==> src/rtl/alu_md_control.sv <==
// ALU control decode plus an iterative radix-2 multiply/divide sequencer with HI/LO registers.
// Divide support is compiled in only when the ALU_MD_DIV_EN macro is defined.
module alu_md_control #(
  parameter int WIDTH = 32
) (
  input  logic             clk,
  input  logic             rst_n,
  input  logic             valid_i,
  input  logic [1:0]       alu_op,
  input  logic [5:0]       funct,
  input  logic [WIDTH-1:0] rs_data,
  input  logic [WIDTH-1:0] rt_data,
  output logic [3:0]       alu_ctrl,
  output logic             stall,
  output logic             md_busy,
  output logic             md_done,
  output logic [WIDTH-1:0] hi,
  output logic [WIDTH-1:0] lo,
  output logic [WIDTH-1:0] mf_data
);

  localparam int CW = $clog2(WIDTH + 1);

  localparam logic [5:0] F_MULT  = 6'b011000;
  localparam logic [5:0] F_MULTU = 6'b011001;
  localparam logic [5:0] F_DIV   = 6'b011010;
  localparam logic [5:0] F_DIVU  = 6'b011011;
  localparam logic [5:0] F_MFHI  = 6'b010000;
  localparam logic [5:0] F_MFLO  = 6'b010010;

  typedef enum logic [1:0] {IDLE = 2'd0, ITER = 2'd1, FIX = 2'd2} state_t;

  state_t            state_q, state_d;
  logic [CW-1:0]     cnt_q, cnt_d;
  logic [WIDTH-1:0]  a_q, a_d;
  logic [WIDTH-1:0]  b_q, b_d;
  logic [WIDTH:0]    acc_q, acc_d;
  logic [WIDTH-1:0]  hi_q, hi_d;
  logic [WIDTH-1:0]  lo_q, lo_d;
  logic              neg_q, neg_d;
  logic              busy_q, busy_d;
  logic              done_q, done_d;
`ifdef ALU_MD_DIV_EN
  logic              is_div_q, is_div_d;
  logic              rem_neg_q, rem_neg_d;
  logic              dz_q, dz_d;
  logic [WIDTH:0]    div_shift, div_diff;
  logic [WIDTH-1:0]  quo_fix, rem_fix;
`endif

  logic              is_rtype, is_mult, is_div, is_md;
  logic              op_signed, rs_neg, rt_neg;
  logic [WIDTH-1:0]  rs_abs, rt_abs;
  logic [WIDTH:0]    mul_sum;
  logic [2*WIDTH-1:0] prod, prod_fix;

  always_comb begin
    is_rtype = (alu_op == 2'b10);
    is_mult  = is_rtype && (funct == F_MULT || funct == F_MULTU);
`ifdef ALU_MD_DIV_EN
    is_div   = is_rtype && (funct == F_DIV || funct == F_DIVU);
`else
    is_div   = 1'b0;
`endif
    is_md    = is_mult || is_div || (is_rtype && (funct == F_MFHI || funct == F_MFLO));
  end

  always_comb begin
    alu_ctrl = 4'b0010;
    case (alu_op)
      2'b00: alu_ctrl = 4'b0010;
      2'b01: alu_ctrl = 4'b0110;
      2'b11: alu_ctrl = 4'b0010;
      default: begin
        case (funct)
          6'b100000, 6'b100001: alu_ctrl = 4'b0010;
          6'b100010, 6'b100011: alu_ctrl = 4'b0110;
          6'b100100:            alu_ctrl = 4'b0000;
          6'b100101:            alu_ctrl = 4'b0001;
          6'b101010:            alu_ctrl = 4'b0111;
          6'b000000:            alu_ctrl = 4'b0100;
          6'b000010:            alu_ctrl = 4'b0101;
          default:              alu_ctrl = 4'b0010;
        endcase
      end
    endcase
  end

  assign stall   = valid_i && (state_q != IDLE) && is_md;
  assign mf_data = (funct == F_MFHI) ? hi_q : lo_q;
  assign hi      = hi_q;
  assign lo      = lo_q;
  assign md_busy = busy_q;
  assign md_done = done_q;

  // Operands are held as magnitudes; signs are reapplied in FIX.
  always_comb begin
    op_signed = ~funct[0];
    rs_neg    = op_signed & rs_data[WIDTH-1];
    rt_neg    = op_signed & rt_data[WIDTH-1];
    rs_abs    = rs_neg ? -rs_data : rs_data;
    rt_abs    = rt_neg ? -rt_data : rt_data;
    mul_sum   = a_q[0] ? (acc_q + {1'b0, b_q}) : acc_q;
    prod      = {acc_q[WIDTH-1:0], a_q};
    prod_fix  = neg_q ? -prod : prod;
`ifdef ALU_MD_DIV_EN
    div_shift = {acc_q[WIDTH-1:0], a_q[WIDTH-1]};
    div_diff  = div_shift - {1'b0, b_q};
    quo_fix   = dz_q ? '1 : (neg_q ? -a_q : a_q);
    rem_fix   = rem_neg_q ? -acc_q[WIDTH-1:0] : acc_q[WIDTH-1:0];
`endif
  end

  always_comb begin
    state_d = state_q;
    cnt_d   = cnt_q;
    a_d     = a_q;
    b_d     = b_q;
    acc_d   = acc_q;
    hi_d    = hi_q;
    lo_d    = lo_q;
    neg_d   = neg_q;
    busy_d  = busy_q;
    done_d  = 1'b0;
`ifdef ALU_MD_DIV_EN
    is_div_d  = is_div_q;
    rem_neg_d = rem_neg_q;
    dz_d      = dz_q;
`endif
    case (state_q)
      IDLE: begin
        if (valid_i && (is_mult || is_div)) begin
          state_d = ITER;
          cnt_d   = CW'(WIDTH);
          a_d     = rs_abs;
          b_d     = rt_abs;
          acc_d   = '0;
          neg_d   = rs_neg ^ rt_neg;
          busy_d  = 1'b1;
`ifdef ALU_MD_DIV_EN
          is_div_d  = is_div;
          rem_neg_d = rs_neg;
          dz_d      = (rt_data == '0);
`endif
        end
      end
      ITER: begin
        cnt_d = cnt_q - 1'b1;
        if (cnt_q == CW'(1)) state_d = FIX;
`ifdef ALU_MD_DIV_EN
        if (is_div_q) begin
          if (!div_diff[WIDTH]) begin
            acc_d = div_diff;
            a_d   = {a_q[WIDTH-2:0], 1'b1};
          end else begin
            acc_d = div_shift;
            a_d   = {a_q[WIDTH-2:0], 1'b0};
          end
        end else
`endif
        begin
          acc_d = {1'b0, mul_sum[WIDTH:1]};
          a_d   = {mul_sum[0], a_q[WIDTH-1:1]};
        end
      end
      FIX: begin
        state_d = IDLE;
        busy_d  = 1'b0;
        done_d  = 1'b1;
`ifdef ALU_MD_DIV_EN
        if (is_div_q) begin
          hi_d = rem_fix;
          lo_d = quo_fix;
        end else
`endif
        begin
          hi_d = prod_fix[2*WIDTH-1:WIDTH];
          lo_d = prod_fix[WIDTH-1:0];
        end
      end
      default: state_d = IDLE;
    endcase
  end

  always_ff @(posedge clk or negedge rst_n) begin
    if (!rst_n) begin
      state_q <= IDLE;
      cnt_q   <= '0;
      a_q     <= '0;
      b_q     <= '0;
      acc_q   <= '0;
      hi_q    <= '0;
      lo_q    <= '0;
      neg_q   <= 1'b0;
      busy_q  <= 1'b0;
      done_q  <= 1'b0;
`ifdef ALU_MD_DIV_EN
      is_div_q  <= 1'b0;
      rem_neg_q <= 1'b0;
      dz_q      <= 1'b0;
`endif
    end else begin
      state_q <= state_d;
      cnt_q   <= cnt_d;
      a_q     <= a_d;
      b_q     <= b_d;
      acc_q   <= acc_d;
      hi_q    <= hi_d;
      lo_q    <= lo_d;
      neg_q   <= neg_d;
      busy_q  <= busy_d;
      done_q  <= done_d;
`ifdef ALU_MD_DIV_EN
      is_div_q  <= is_div_d;
      rem_neg_q <= rem_neg_d;
      dz_q      <= dz_d;
`endif
    end
  end

endmodule

==> config.mk <==
export PLATFORM = sky130hd
export DESIGN_NAME = alu_md_control
export DESIGN_NICKNAME = d
export VERILOG_FILES = /design/src/rtl/alu_md_control.sv
export SDC_FILE = /design/constraint.sdc
export NUM_CORES = 1
export LEC_CHECK = 0
export ABC_AREA = 1
export CORE_MARGIN = 2
export CORE_UTILIZATION = 45
export DETAILED_ROUTE_END_ITERATION = 7
export GPL_TIMING_DRIVEN = 0
export PLACE_DENSITY = 0.67
export SYNTH_ARGS = -nofsm -noshare
export SYNTH_HDL_FRONTEND = slang
export SYNTH_SLANG_ARGS = --single-unit
==> constraint.sdc <==
create_clock -name clk -period 3.2 [get_ports clk]
set_clock_uncertainty 0.05 [all_clocks]
set_input_delay 0.32 -clock clk [delete_from_list [all_inputs] [get_ports clk]]
set_output_delay 0.32 -clock clk [all_outputs]
set_load 0.005 [all_outputs]
==> results of run 1 <==
## layer usage
metal | part of all wire | track usage
met1 | 0.45 | 0.473
met2 | 0.42 | 0.503
met3 | 0.10 | 0.0835
met4 | 0.025 | 0.101
met5 | 0 | 0
## report_power, final
part | switching, mW | total, mW | internal, mW
combinational | 0.213 | 0.365 | 0.151
clock | 0.935 | 2.27 | 1.33
sequential | 0 | 2.16 | 2.16
total | 1.15 | 4.79 | 3.64
## cells by family (layout without fill, tap and decap cells)
kind of cell	Yosys count	in the layout
and+or+nand+nor	1296	1296
buffers and inverters	372	578
AOI/OAI and AO/OA	282	282
DFF	171	171
xor gates and xnor gates	49	49
adders and majority gates	38	38
muxes	13	13
other	1	3
## stage by stage
step / TNS [ns] / std cells / hold WS [ns] / utilization
2_1_floorplan: 0 / 2222 / -0.0256 / -
3_3_place_gp: -904.83 / 2788 / 0.418 / 0.534
3_5_place_dp: -6.85 / 2789 / 0.287 / 0.535
4_1_cts: 0 / 2820 / 0.413 / 0.557
5_1_grt: 0 / 2818 / 0.443 / 0.557
6_report: 0 / 2820 / 0.368 / 0.557
## how the worst max path moves through the flow
stage / from / endpoint / depth (start not counted)
6_report: funct[0] / mf_data[9] / 7
5_1_grt: funct[0] / mf_data[30] / 8
4_1_cts: a_q[0] / hi[6] / 11
3_5_place_dp: a_q[0] / hi[6] / 11
3_3_place_gp: rst_n / b_q[14] / 1
2_1_floorplan: a_q[0] / hi[24] / 13
## cell usage after synthesis, drive strengths merged, types with 4 or more instances
cell    count
nand4      29
mux2       13
nand3     236
buf        26
dfrtp     171
nor3       22
inv       305
xnor2       6
o21bai      4
or2         7
o21ai     160
clkbuf     40
o22ai      17
nor2      238
and3        4
and2        4
a21oi      79
nand3b      6
xor2       43
o211ai     15
nor4        7
ha         37
nand2     742
## sequential cells by signal, indices dropped and copies added, names as in the netlist, 2 cells and up
| register | count |
|---|---|
| a_q | 32 |
| acc_q | 32 |
| b_q | 32 |
| cnt_q | 6 |
| hi | 32 |
| lo | 32 |
| state_q | 2 |
## cell type report
cell class	count	area (sq um)
inverter	306	1150
fill	3051	13200
clock buffer	18	439
buffer	63	263
tap	390	488
multi-input combinational	1679	7970
timing repair buffer	179	1810
sequential	171	4280
clock inverter	12	188
antenna	2	5.00
## what timing repair did
| item | CTS | global route |
|---|---|---|
| endpoints found under the hold margin | 81 | 0 |
| resized for setup | 3 | 0 |
| setup buffers | 1 | 0 |
| hold buffers | 1 | 0 |
| endpoints found under the setup margin | 31 | 8 |
==> metrics.cfg, run 1 <==
[run_status]
outcome=complete, no violations

[worst_setup_path]
rr_startpoint=a_q[0]
cp.required_ns=2.83
critPathKind=in -> out
critical-path-slowest-cell=clkdlybuf4s50_1
crit_buf_inv=5
endpoint_kind=primary output
crit_path_max_incr_delay_ns=0.60
cp_common_cell=clkdlybuf4s50_1
critPathMaxFanout=15
startpoint_type=input pin
reg2reg_depth=9
crit_family=buffers and inverters
r2r_end=hi[6]
path_cells=clkdlybuf4s50_1 -> inv_1 -> nand4_1 -> buf_4 -> buf_2 -> mux2_2 -> clkdlybuf4s50_1
ff2ff_setup_slack_ns=0.23
worstPathArrival_ns=2.64

[detailed_routing]
drt-total-wl_mm=52.5
drt_pass1_iterations=5
drtIter0Drc=1363
wl_per_cell_microns=18.6
vias_per_cell=5.45
drc=0
ant_nets=0
via_count=15400

[logic_synthesis]
synth_cells=2222
synth.distinct_cells=43
synth.mux.area_fraction=0.0107
synth_flop_cell=dfrtp_1
synth-seq-cells=171
synth_top_area_cell=dfrtp_1
ys_async_sr_fraction=1.00
synth_xor_area_frac=0.0314
synth_compound_area_frac=0.111
netlist_area_sq_um=13700
synthAdderAreaFrac=0.0353
synth_top_family_by_area=simple AND/OR/NAND/NOR gates
synth_top_area_frac=0.313
synth_area_per_cell_sq_um=6.15
yosys_warnings=0
synth-edff-count=0
seq_area_frac_synth=0.313
synth.area.top_cells=dfrtp_1 (31%), nand2_1 (20%), nand3_1 (8.6%)
synthesis.nets=2335
yosys.area_share.simple=0.395

[job]
maxCapViolCount=0

[placement]
port_buffers=176
dp_hpwl_mm=42.9
dpl_cell_area_sq_um=16000
dp_slack_ns=-0.446
gp_congestion=0.994

[floorplanning]
dieArea_sq_um=31800
initial_core_util=0.459
die_x_microns=178
dieHeight_microns=178
row_count=63
core_area_sq_um=29800
io_pins=178

[finish]
layout_commonest_cell=nand2_1
final_cell_mix=nand2_1 (741), inv_1 (301), nand3_1 (235)
drive_gt1_frac=0.0362
final_area_sq_um=16600
nets=2530
syn2layout_area_growth_pct=21.4

[sta]
finalWorstSetupSlack_ns=0.190
setup_viol=0
layout_min_cycle_time_ns=3.01
tightest_slew_ns=0.866
hold_viol_final=0
clock.fmax_mhz=332
slew_headroom=0.423
rsz0062_at_grt=false
post-route-period-util=0.941
slew_viol_final=0

[clocking]
path_clk_slew_ns=0.07
htree_levels=4
cts_tree=done
cts-buffers-inserted=17
cts_buffer_depth=2
cts_root_buf=clkbuf_16
clock_latency_ns=0.44
cts_sinks=171

[global_routing]
grt_pass1_vias=14200
antenna_found_initial=2
grt_first_pass_wirelength_mm=80.4
grt_usage=0.335
grt_max_degree=91
overflow=0

[worst_hold_path]
hold_path.class=in -> async

[pwr]
leakage_nw=8.38
powerDensity_nw_per_um2=289
finalPower_mw=4.79
ir_drop_mv=0.327

Power figures use the tool's default switching activity.
==> run 2, diff against run 1 <==
--- a/config.mk
+++ b/config.mk
@@ -6,8 +6,10 @@
 export NUM_CORES = 1
 export LEC_CHECK = 0
 export ABC_AREA = 1
+export CORE_ASPECT_RATIO = 1.2
 export CORE_MARGIN = 2
 export CORE_UTILIZATION = 45
+export CTS_CLUSTER_SIZE = 16
 export DETAILED_ROUTE_END_ITERATION = 7
 export GPL_TIMING_DRIVEN = 0
 export PLACE_DENSITY = 0.67
==> run 2 against run 1 <==
  * Register-to-register slack improved by 0.11 ns
  * Flip-flop and latch count did not move
  * Global-route usage barely moved
  * Total power fell by 2.5%
  * Critical path type unchanged
  * Maximum frequency rose by 0.23%
  * Non-clock buffer count rose by 1
  * Core utilization fell by 0.10 points
==> metrics.cfg, run 2 (synthesized netlist as in run 1, its figures left out) <==
[worst_setup_path]
cp.required_ns=2.83  ; about the same
critPathMaxFanout=10  ; -5
worst-path-stages=7  ; unchanged
critPathKind=in -> out
startpoint_type=input pin
crit_buf_inv=5  ; unchanged
path_cells=clkdlybuf4s50_1 -> inv_1 -> nand4_1 -> buf_4 -> clkbuf_1 -> mux2_2 -> clkdlybuf4s50_1
reg2reg_depth=9  ; unchanged
critical-path-slowest-cell=clkdlybuf4s50_1
endpoint_kind=primary output
crit_family=buffers and inverters
worstPathArrival_ns=2.63  ; about the same
crit_path_max_incr_delay_ns=0.60  ; about the same
cp_common_cell=clkdlybuf4s50_1

[pwr]
leakage_nw=8.37  ; -0.15%
ir_drop_mv=0.298  ; -8.9%
power_switching_mw=1.19  ; +3.6%
power.share.sequential=0.462  ; +0.011
internal-power_mw=3.48  ; -4.5%
p_sw_frac=0.255  ; +0.0151
powerDensity_nw_per_um2=282  ; -2.3%
finalPower_mw=4.67  ; -2.5%
clockPowerShare=0.458  ; -0.015
pwr-share-comb=0.079  ; +0.003

[detailed_routing]
drtIter0Drc=1228  ; -9.9%
drt_pass1_iterations=5  ; unchanged
ant_nets=0  ; unchanged
drt-total-wl_mm=53.4  ; +1.7%
wl_per_cell_microns=18.9  ; +1.7%
drc=0  ; unchanged
via_count=15300  ; -0.62%
vias_per_cell=5.41  ; -0.62%

[finish]
n_antenna_cell=0  ; -2
layout_commonest_cell=nand2_1
nets=2531  ; +0.040%
final_cell_mix=nand2_1 (741), inv_1 (301), nand3_1 (235)
drive_gt1_frac=0.0362  ; about the same
final_util=0.556  ; -0.00105
fin_cells=2820  ; unchanged
syn2layout_area_growth_pct=21.1

[global_routing]
grt_usage=0.335  ; +0.000468
overflow=0  ; unchanged
grt_max_degree=115  ; +26%
antenna_found_initial=0  ; -2
grt_first_pass_wirelength_mm=81.1  ; +0.86%
grt_pass1_vias=14300  ; +0.51%

[placement]
dp.cells=2789  ; unchanged
port_buffers=176  ; unchanged
dp_hpwl_mm=44.3  ; +3.3%
gp_congestion=1.03  ; +3.3%

[clocking]
cts_buffer_depth=2  ; unchanged
cts_root_buf=clkbuf_16
path_clk_slew_ns=0.07  ; about the same
htree_levels=4  ; unchanged
clock_latency_ns=0.44  ; about the same
cts_sinks=171  ; unchanged
cts-buffers-inserted=17  ; unchanged
cts_tree=done

[run_status]
outcome=complete, no violations

[floorplanning]
die_x_microns=163  ; -8.5%
core_area_sq_um=29800  ; about the same
row_count=69  ; +9.5%
dieHeight_microns=195  ; +9.3%
io_pins=178  ; unchanged
initial_core_util=0.459  ; about the same
dieArea_sq_um=31800  ; about the same

[sta]
rsz0062_at_grt=false
clock.fmax_mhz=333  ; +0.23%
tightest_slew_ns=0.824  ; -0.0417 ns
layout_min_cycle_time_ns=3.00  ; -0.00694 ns
hold_viol_final=0  ; unchanged
post-route-period-util=0.938  ; -0.00217
slew_headroom=0.451  ; +0.0278
setup_viol=0  ; unchanged
slew_viol_final=0  ; unchanged

[worst_hold_path]
hold_path.class=in -> async

[job]
maxCapViolCount=0  ; unchanged

## run 2: final cells by class
cell class,count,area [sq um]
fill,3046,13200
multi-input combinational,1679,7970
sequential,171,4280
timing repair buffer,179,1810
inverter,306,1150
tap,390,488
clock buffer,18,429
buffer,64,265
clock inverter,13,160
## run 2: stage by stage
step	setup WS [ns]	cell area [sq um]	TNS, ns	hold WS, ns
after floorplan	0.804	13700	0	-0.0256
after global placement	-5.32	15900	-913.40	0.418
after detailed placement	-0.537	16000	-6.60	0.219
after CTS	0.163	16600	0	0.355
after global routing	0.0610	16600	0	0.377
final	0.197	16600	0	0.328
## run 2: worst paths after layout
check,to,startpoint,slack (ns)
worst max-delay path,mf_data[26],funct[0],0.20
worst min-delay path,hi[28],rst_n,0.33
worst max register to register,hi[6],a_q[0],0.34
worst min register to register,md_busy,md_busy,0.45
max in group asynchronous,a_q[30],rst_n,1.79
min in group clk,md_busy,md_busy,0.45
## run 2: power groups by stage
stage	Sequential, mW	Combinational, mW	Clock [mW]
2_1_floorplan	2.20	0.153	0
3_3_place_gp	2.20	0.362	0
3_5_place_dp	2.20	0.369	0
4_1_cts	2.16	0.372	2.15
5_1_grt	2.16	0.413	2.24
6_report	2.16	0.371	2.14
## run 2: repair_timing
action	in CTS	in global routing
cloned	0	0
endpoints found under the setup margin	25	3
hold endpoints to repair	57	0
gates resized for setup	3	0
setup buffers	1	0
hold buffers	1	0
## run 2: metal layers
layer	GRT usage	up-vias	share of wire
met5	0	-	0
met2	0.580	543	0.49
met3	0.0359	99	0.053
met4	0.152	0	0.045
met1	0.417	7140	0.41
li1	-	7486	-
==> run 3, diff against run 2 <==
--- a/config.mk
+++ b/config.mk
@@ -9,7 +9,7 @@
 export CORE_ASPECT_RATIO = 1.2
 export CORE_MARGIN = 2
 export CORE_UTILIZATION = 45
-export CTS_CLUSTER_SIZE = 16
+export CTS_CLUSTER_SIZE = 28
 export DETAILED_ROUTE_END_ITERATION = 7
 export GPL_TIMING_DRIVEN = 0
 export PLACE_DENSITY = 0.67
==> results of run 3 <==
Same layout as run 2: the final DEF is identical, and so are final timing and power.
